--- config.mk ---
export PLATFORM = sky130hd
export DESIGN_NAME = dmem_port_arbiter
export DESIGN_NICKNAME = d
export VERILOG_FILES = /design/src/rtl/dmem_port_arbiter_pkg.sv /design/src/rtl/dmem_port_arbiter_starve_counter.sv /design/src/rtl/dmem_port_arbiter.sv
export SDC_FILE = /design/constraint.sdc
export NUM_CORES = 1
export LEC_CHECK = 0
export ABC_AREA = 0
export BUFFER_PORTS_ARGS = -buffer_cell sky130_fd_sc_hd__buf_4
export CAP_MARGIN = 20
export CORE_AREA = 5 5 89 91
export DETAILED_ROUTE_END_ITERATION = 10
export DIE_AREA = 0 0 94 96
export GPL_TIMING_DRIVEN = 0
export PLACE_DENSITY = 0.79
export SETUP_SLACK_MARGIN = 0.15
export SLEW_MARGIN = 20
export SYNTH_ARGS = -nofsm -noshare
export SYNTH_HDL_FRONTEND = slang
export SYNTH_SLANG_ARGS = --single-unit
--- constraint.sdc ---
create_clock -name i_clk -period 6 [get_ports i_clk]
set_clock_uncertainty 0.2 [all_clocks]
set_input_delay 0 -clock i_clk [delete_from_list [all_inputs] [get_ports i_clk]]
set_output_delay 0 -clock i_clk [all_outputs]
set_load 0.005 [all_outputs]
--- src/rtl/dmem_port_arbiter_pkg.sv ---
// Shared types and constants for the data-memory port arbiter.
package dmem_port_arbiter_pkg;

    typedef enum logic [1:0] {
        ARB_CPU   = 2'd0,
        ARB_STEAL = 2'd1,
        ARB_COOL  = 2'd2
    } arb_state_t;

    // Debug accesses are always full words.
    localparam logic [2:0] FUNCT3_WORD = 3'b010;

endpackage

--- src/rtl/dmem_port_arbiter_starve_counter.sv ---
// Starvation counter: counts cycles the debug port has waited behind the CPU.
// Saturates at MAX_WAIT-1, where o_hit asserts; clear has priority over increment.
module dmem_port_arbiter_starve_counter #(
    parameter int unsigned MAX_WAIT = 8
) (
    input  logic i_clk,
    input  logic i_rst_n,
    input  logic i_clr,
    input  logic i_inc,
    output logic o_hit
);

    localparam int unsigned CNT_W = (MAX_WAIT > 1) ? $clog2(MAX_WAIT) : 1;
    localparam logic [CNT_W-1:0] HIT_VAL = CNT_W'(MAX_WAIT - 1);

    logic [CNT_W-1:0] r_cnt;
    logic [CNT_W-1:0] w_cnt_nxt;

    // Next count: clear, saturating increment, or hold.
    always_comb begin
        w_cnt_nxt = r_cnt;
        if (i_clr) begin
            w_cnt_nxt = '0;
        end else if (i_inc && (r_cnt != HIT_VAL)) begin
            w_cnt_nxt = r_cnt + 1'b1;
        end
    end

    // Count register.
    always_ff @(posedge i_clk or negedge i_rst_n) begin
        if (!i_rst_n) begin
            r_cnt <= '0;
        end else begin
            r_cnt <= w_cnt_nxt;
        end
    end

    assign o_hit = (r_cnt == HIT_VAL);

endmodule

--- src/rtl/dmem_port_arbiter.sv ---
// Data-memory port arbiter: the CPU MEM stage owns the port with zero added latency;
// the debug/loader port uses idle cycles and may steal one cycle after waiting too long.
module dmem_port_arbiter
    import dmem_port_arbiter_pkg::*;
#(
    parameter int unsigned DATA_W     = 32,
    parameter int unsigned DM_ADDRESS = 9,
    parameter int unsigned MAX_WAIT   = 8
) (
    input  logic                  i_clk,
    input  logic                  i_rst_n,
    // CPU MEM stage
    input  logic                  i_cpu_req,
    input  logic                  i_cpu_we,
    input  logic [DM_ADDRESS-1:0] i_cpu_addr,
    input  logic [DATA_W-1:0]     i_cpu_wdata,
    input  logic [2:0]            i_cpu_funct3,
    output logic [DATA_W-1:0]     o_cpu_rdata,
    output logic                  o_cpu_stall,
    // Debug / loader port
    input  logic                  i_dbg_valid,
    output logic                  o_dbg_ready,
    input  logic                  i_dbg_we,
    input  logic [DM_ADDRESS-1:0] i_dbg_addr,
    input  logic [DATA_W-1:0]     i_dbg_wdata,
    output logic                  o_dbg_rvalid,
    output logic [DATA_W-1:0]     o_dbg_rdata,
    // Data memory
    output logic                  o_mem_rd,
    output logic                  o_mem_wr,
    output logic [DM_ADDRESS-1:0] o_mem_addr,
    output logic [DATA_W-1:0]     o_mem_wdata,
    output logic [2:0]            o_mem_funct3,
    input  logic [DATA_W-1:0]     i_mem_rdata
);

    localparam logic [DM_ADDRESS-1:0] WORD_MASK = ~DM_ADDRESS'(3);

    arb_state_t        r_state;
    arb_state_t        w_state_nxt;
    logic              w_cpu_gnt;
    logic              w_dbg_gnt;
    logic              w_stall;
    logic              w_cnt_clr;
    logic              w_cnt_inc;
    logic              w_hit;
    logic              r_rvalid;
    logic [DATA_W-1:0] r_rdata;

    dmem_port_arbiter_starve_counter #(
        .MAX_WAIT (MAX_WAIT)
    ) u_starve_counter (
        .i_clk   (i_clk),
        .i_rst_n (i_rst_n),
        .i_clr   (w_cnt_clr),
        .i_inc   (w_cnt_inc),
        .o_hit   (w_hit)
    );

    // Arbitration FSM: grant selection, stall and starvation-counter control.
    always_comb begin
        w_state_nxt = r_state;
        w_cpu_gnt   = 1'b0;
        w_dbg_gnt   = 1'b0;
        w_stall     = 1'b0;
        w_cnt_clr   = 1'b0;
        w_cnt_inc   = 1'b0;
        case (r_state)
            ARB_CPU: begin
                if (i_cpu_req) begin
                    w_cpu_gnt = 1'b1;
                    if (i_dbg_valid) begin
                        w_cnt_inc = 1'b1;
                        if (w_hit) begin
                            w_state_nxt = ARB_STEAL;
                        end
                    end else begin
                        w_cnt_clr = 1'b1;
                    end
                end else begin
                    w_dbg_gnt = i_dbg_valid;
                    w_cnt_clr = 1'b1;
                end
            end
            ARB_STEAL: begin
                // A withdrawn debug request leaves this cycle with no access at all.
                w_cnt_clr   = 1'b1;
                w_dbg_gnt   = i_dbg_valid;
                w_stall     = i_dbg_valid & i_cpu_req;
                w_state_nxt = i_dbg_valid ? ARB_COOL : ARB_CPU;
            end
            ARB_COOL: begin
                // Counter holds here so a steal cannot immediately repeat.
                w_state_nxt = ARB_CPU;
                if (i_cpu_req) begin
                    w_cpu_gnt = 1'b1;
                end else begin
                    w_dbg_gnt = i_dbg_valid;
                end
            end
            default: begin
                w_state_nxt = ARB_CPU;
            end
        endcase
        // Reset forces all handshake/strobe outputs low immediately.
        if (!i_rst_n) begin
            w_cpu_gnt = 1'b0;
            w_dbg_gnt = 1'b0;
            w_stall   = 1'b0;
        end
    end

    // State register.
    always_ff @(posedge i_clk or negedge i_rst_n) begin
        if (!i_rst_n) begin
            r_state <= ARB_CPU;
        end else begin
            r_state <= w_state_nxt;
        end
    end

    // Memory port mux: CPU pass-through by default, debug word access when granted.
    always_comb begin
        o_mem_addr   = i_cpu_addr;
        o_mem_wdata  = i_cpu_wdata;
        o_mem_funct3 = i_cpu_funct3;
        o_mem_rd     = w_cpu_gnt & ~i_cpu_we;
        o_mem_wr     = w_cpu_gnt & i_cpu_we;
        if (w_dbg_gnt) begin
            o_mem_addr   = i_dbg_addr & WORD_MASK;
            o_mem_wdata  = i_dbg_wdata;
            o_mem_funct3 = FUNCT3_WORD;
            o_mem_rd     = ~i_dbg_we;
            o_mem_wr     = i_dbg_we;
        end
    end

    // Capture debug read data at the grant edge; rvalid pulses the following cycle.
    always_ff @(posedge i_clk or negedge i_rst_n) begin
        if (!i_rst_n) begin
            r_rvalid <= 1'b0;
            r_rdata  <= '0;
        end else begin
            r_rvalid <= w_dbg_gnt & ~i_dbg_we;
            if (w_dbg_gnt && !i_dbg_we) begin
                r_rdata <= i_mem_rdata;
            end
        end
    end

    assign o_cpu_rdata  = i_mem_rdata;
    assign o_cpu_stall  = w_stall;
    assign o_dbg_ready  = w_dbg_gnt;
    assign o_dbg_rvalid = r_rvalid;
    assign o_dbg_rdata  = r_rdata;

endmodule

# [Word level (Yosys, flattened, before mapping)]
# Cells that the tools add are included.
[op_classes] multipliers=0 div_mod_pow=0 addsub=1 eq_ne=7 shifts=0 order_cmp=0 mux=26 bitwise=6 n_reduce_logical=7
[ops] op="$mux W32" n=1
[ops] op="$mux W1" n=14
[ops] op="$mux W3" n=3
[ops] op="$mux W9" n=1
[ops] op="$mux W2" n=4
[ops] op="$and A1 B1 Y1" n=4
[ops] op="$ne A2 B2 Y1 const B" n=2
[ops] op="$pmux W1 S2" n=2
[ops] op="$pmux W2 S2" n=1
[ops] op="$add A3 B1 Y3 const B" n=1
[ops] op="$eq A3 B3 Y1 const B" n=1
[ops] op="$ne A3 B3 Y1 const B" n=1
[ops] op="$reduce_and A3 Y1" n=1
[ops] op="$eq A2 B1 Y1 const B" n=1
[ops] op="$eq A2 B2 Y1 const B" n=1
[ops] op="$logic_and A1 B1 Y1" n=2
[ops] op="$logic_not A2 Y1" n=1
[ops] op="$ne A2 B1 Y1 const B" n=1
[ops] op="$not A1 Y1" n=2
[ops] op="$reduce_bool A2 Y1" n=1
[ops] op="$reduce_or A2 Y1" n=1
[ops] op="$logic_not A1 Y1" n=1
[word_totals] latch_bits=0 mem_bits_rw=0 register_bits=38 mem_count=0 romBits=0 output_inout_bits=113 inputBits=123 elab_cells=51

# [Longest topological paths before layout]
[logic_depth] word_depth=6 depth_mapped=5 depth_no_buf=4

# [By module]
# From an unflattened synthesis, not the netlist that was laid out.
[hier_totals] hier_cells=178 hier_area_um2=2372.3
[by_module_without_submodules] module="dmem_port_arbiter" seq_area_each_um2=875.8 area_per_inst_um2=2188.3 n_inst=1 cells_per_inst=163
[by_module_without_submodules] module="dmem_port_arbiter_starve_counter" seq_area_each_um2=75.1 area_per_inst_um2=183.9 n_inst=1 cells_per_inst=15

# [Worst setup path after synthesis]
# Ideal clock, no wire load.
[synth_path] kind="register -> register" start="register r_state[0]" end="register r_rdata[0], in the netlist o_dbg_rdata[0]" setup_time_ns=0.125 path_stages_with_launch=6 arrival_ns=1.583 slack_ns=4.092 t_required_ns=5.675 cell_sequence="dfrtp_1 > nor2b_2 > buf_6 > a2111oi_4 > buf_6 > mux2_2"
[synth_between] elab_chain_len=5
[synth_rtl] element="from (decl)" line_no="dmem_port_arbiter.sv:39" source="arb_state_t r_state;"
[synth_rtl] element="from (signal assigned)" line_no="dmem_port_arbiter.sv:118" source="r_state <= w_state_nxt;"
[synth_rtl] element="$eq A2 B2 Y1 or $logic_not A2 Y1 (tied branches)" line_no="dmem_port_arbiter.sv:68" source="case (r_state)"
[synth_rtl] element="$reduce_or A2 Y1 (no line)"
[synth_rtl] element="$pmux W1 S2 (*)" line_no="dmem_port_arbiter.sv:68"
[synth_rtl] element="$mux W1 (*)" line_no="dmem_port_arbiter.sv:106" source="if (!i_rst_n) begin"
[synth_rtl] element="$logic_and A1 B1 Y1 (*)" line_no="dmem_port_arbiter.sv:145" source="if (w_dbg_gnt && !i_dbg_we) begin"
[synth_rtl] element="to (signal assigned)" line_no="dmem_port_arbiter.sv:146" source="r_rdata <= i_mem_rdata;"
[synth_rtl] element="to (decl)" line_no="dmem_port_arbiter.sv:48" source="logic [DATA_W-1:0] r_rdata;"
# Every way passes the cells marked *; elsewhere a longest branch is shown, timed or not.
# A chain may end at the register's enable or synchronous reset.

# [Final worst setup path]
[layout_path] start="input port i_rst_n" end="register r_rdata[26], in the netlist o_dbg_rdata[26]"
[layout_between] elab_chain_len=2
[layout_rtl] element="from (decl)" line_no="dmem_port_arbiter.sv:11" source="input logic i_rst_n,"
[layout_rtl] element="$mux W1" line_no="dmem_port_arbiter.sv:106"
[layout_rtl] element="$logic_and A1 B1 Y1" line_no="dmem_port_arbiter.sv:145"
# No other way between the ends.

==> run metrics <==
I/O Pins 236; Max Fclk 340.9 MHz; hpwl dp 7759 µm; Switching Fraction 0.2569; Combinational Power Share 0.402; Synth cell types 20; root buf cell clkbuf_8; CP peak stage delay 0.69 ns; status complete, no violations; Setup Buffers After CTS 0; layout cells sized above 1 0.7827; endpoints failing hold 0; CTS tree done; CTS Hold Buffers Added 39; deepest clock path buffer count 2; Yosys warning total 0; endpoint class of the critical path register; most numerous cell in the Yosys netlist mux2_2; clock share of power 0.211; Critical R2R Launch r_state[0]$_DFFE_PN0P_; final setup fails 0; WL/cell 17.75 µm; Relative slew margins 0.5223; Initial Util 0.3245; Hold Path Class input port to asynchronous set/reset pin; EDFF count, synth 0; register area share after synthesis 0.4151; worst skew pair latency 0.27 ns; count of pins over their slew limit 0; Die H 96 µm; CP arrival 2.89 ns; reg2reg end o_dbg_rdata[26]$_DFFE_PN0P_; Max VDD drop 146.0 µV; Sw Pwr 0.0002189 W; Slew @ Worst Pin 0.7165 ns; GPL Wtd Cong 0.7490; die width 94 µm; PwrDens 183.4 mW/mm²; n_diodes 0; Crit path buffers/inverters 3; Crit Path Class input port to register; share of power burned in registers 0.388; required time of the critical path 5.96 ns; setup tns final 0 ns; CP cell instances dlygate4sd3_1, buf_4, nand2_1, a2111oi_4, mux2_2, dlygate4sd3_1; crit-path max FO 42; Placed Area 0.004164 mm²; final worst-path cycle share 0.4888; commonest cells in the netlist mux2_2 (68), dfrtp_1 (38), buf_4 (32), buf_6 (8); Detailed Routing Iterations Pass 1 4; GR Util All Layers 0.2104; cell area after synthesis 0.002291 mm²; reg2reg path depth 5; cells resized by post-CTS repair 0; Area growth, synth to finish 102.8%; Post-layout nets 575; Yosys top cell area share 0.4151; post-synthesis register bit count 38; initial antenna violation count 0; Setup crit start i_rst_n; leakage power 2.361 nW; num rows 31; port buffer count 233; first-pass GRT wire length 14240 µm; grt total ovfl 0; setup repair after global routing missed its margin false; vias per inst 4.396; cell taking the most area after synthesis dfrtp_1; fin area 0.004646 mm²; Syn Nets 296; Syn Inst Count 171; async set-reset flop share out of synthesis 1.000; total of max-cap violations 0; drt total wl 9763 µm; vias in the first global route 2677; P_int 0.0006330 W; DRC violations left 0; Critical Path Source Type input port; DRT iter0 DRCs 16; Fill cells 563; pin count of the biggest net entering global routing 43; ys flop type dfrtp_1; total number of vias 2418; area of the core 0.007059 mm²; CP most frequent cell dlygate4sd3_1; Post-DRT Antenna Nets 0; CP max-delay cell a2111oi_4; Final min period 2.933 ns; H-tree level count 2; die area 0.009024 mm²; reg-to-reg slack, setup 3.46 ns; number of buffers created by CTS 5; Clk pin slew, worst setup/hold paths 0.07 ns; delay-heaviest family, CP buffers and inverters; Mean Syn Cell Area 13.40 µm²; Area contributors post-synth dfrtp_1 (42%), mux2_2 (33%), buf_4 (10%); CTS sink cnt 38
==> worst max path at each step <==
stage | to | slack [ns] | cells past startpoint
after floorplan | o_dbg_rdata[0]$_DFFE_PN0P_ | 4.09 | 5
after global placement | o_dbg_rdata[9]$_DFFE_PN0P_ | 3.66 | 5
after global routing | o_dbg_rdata[24]$_DFFE_PN0P_ | 2.85 | 6
after CTS | o_dbg_rdata[26]$_DFFE_PN0P_ | 3.01 | 6
after detailed placement | o_dbg_rdata[15]$_DFFE_PN0P_ | 3.61 | 5
final | o_dbg_rdata[26]$_DFFE_PN0P_ | 3.07 | 6
==> per-layer routing <==
metal  part of all wire  GRT usage
met5                  0          0
met4              0.027    0.08183
met3               0.13    0.08913
met2               0.51     0.3873
met1               0.33     0.2096
==> state kept, by name (all words and copies together), names as in the netlist <==
name and cells:
o_dbg_rdata 32, o_dbg_rvalid 1, u_starve_counter.r_cnt 3, r_state 2
==> logic make-up (layout without fill, tap and decap cells) <==
group	count (synthesis)	count (layout)	share of synthesized area
compound gates	7	7	0.03987
fa+ha+maj	2	2	0.01092
buf+inv	40	320	0.1442
flops	38	38	0.4151
mux	72	72	0.3539
simple gates	12	12	0.03605
==> cell usage in the layout, fill, tap and decap left out, types with 4 or more instances in the layout <==
cell type / instances
mux2_1: 4
mux2_2: 68
clkbuf_8: 6
dfrtp_1: 38
nor2b_1: 4
buf_6: 8
dlygate4sd3_1: 39
buf_4: 265
==> metrics by stage <==
stage	setup WS, ns	total power [W]	hold slack (ns)	std cells	utilization
finish	3.067	0.0008519	0.03884	550	0.6581
CTS	3.012	0.0008610	0.04159	550	0.6581
global placement	3.660	0.0006431	-0.1924	503	0.5899
floorplan	4.092	0.0004346	-0.4956	171	-
global route	2.854	0.0008988	0.07959	550	0.6581
detailed placement	3.612	0.0006524	-0.1881	503	0.5899
==> cell type report <==
type                            instances  area [µm²]  area share
Sequential cell                        38       950.9      0.2047
Tap cell                               99       123.9     0.02666
Timing Repair Buffer                  272        2140      0.4605
Clock inverter                          1       5.005    0.001077
Buffer                                 40       330.3     0.07110
Clock buffer                            7       86.33     0.01858
Multi-Input combinational cell         93        1010      0.2173
==> power by group through the flow <==
| stage | sequential [W] | combinational, W | clock, W |
|---|---|---|---|
| final | 0.000330 | 0.000342 | 0.000179 |
| after global routing | 0.000338 | 0.000368 | 0.000193 |
| after CTS | 0.000331 | 0.000345 | 0.000185 |
| after detailed placement | 0.000335 | 0.000317 | 0 |
| after global placement | 0.000331 | 0.000312 | 0 |
| after floorplan | 0.000336 | 0.0000984 | 0 |
No activity file was read; power rests on OpenSTA's default activity.
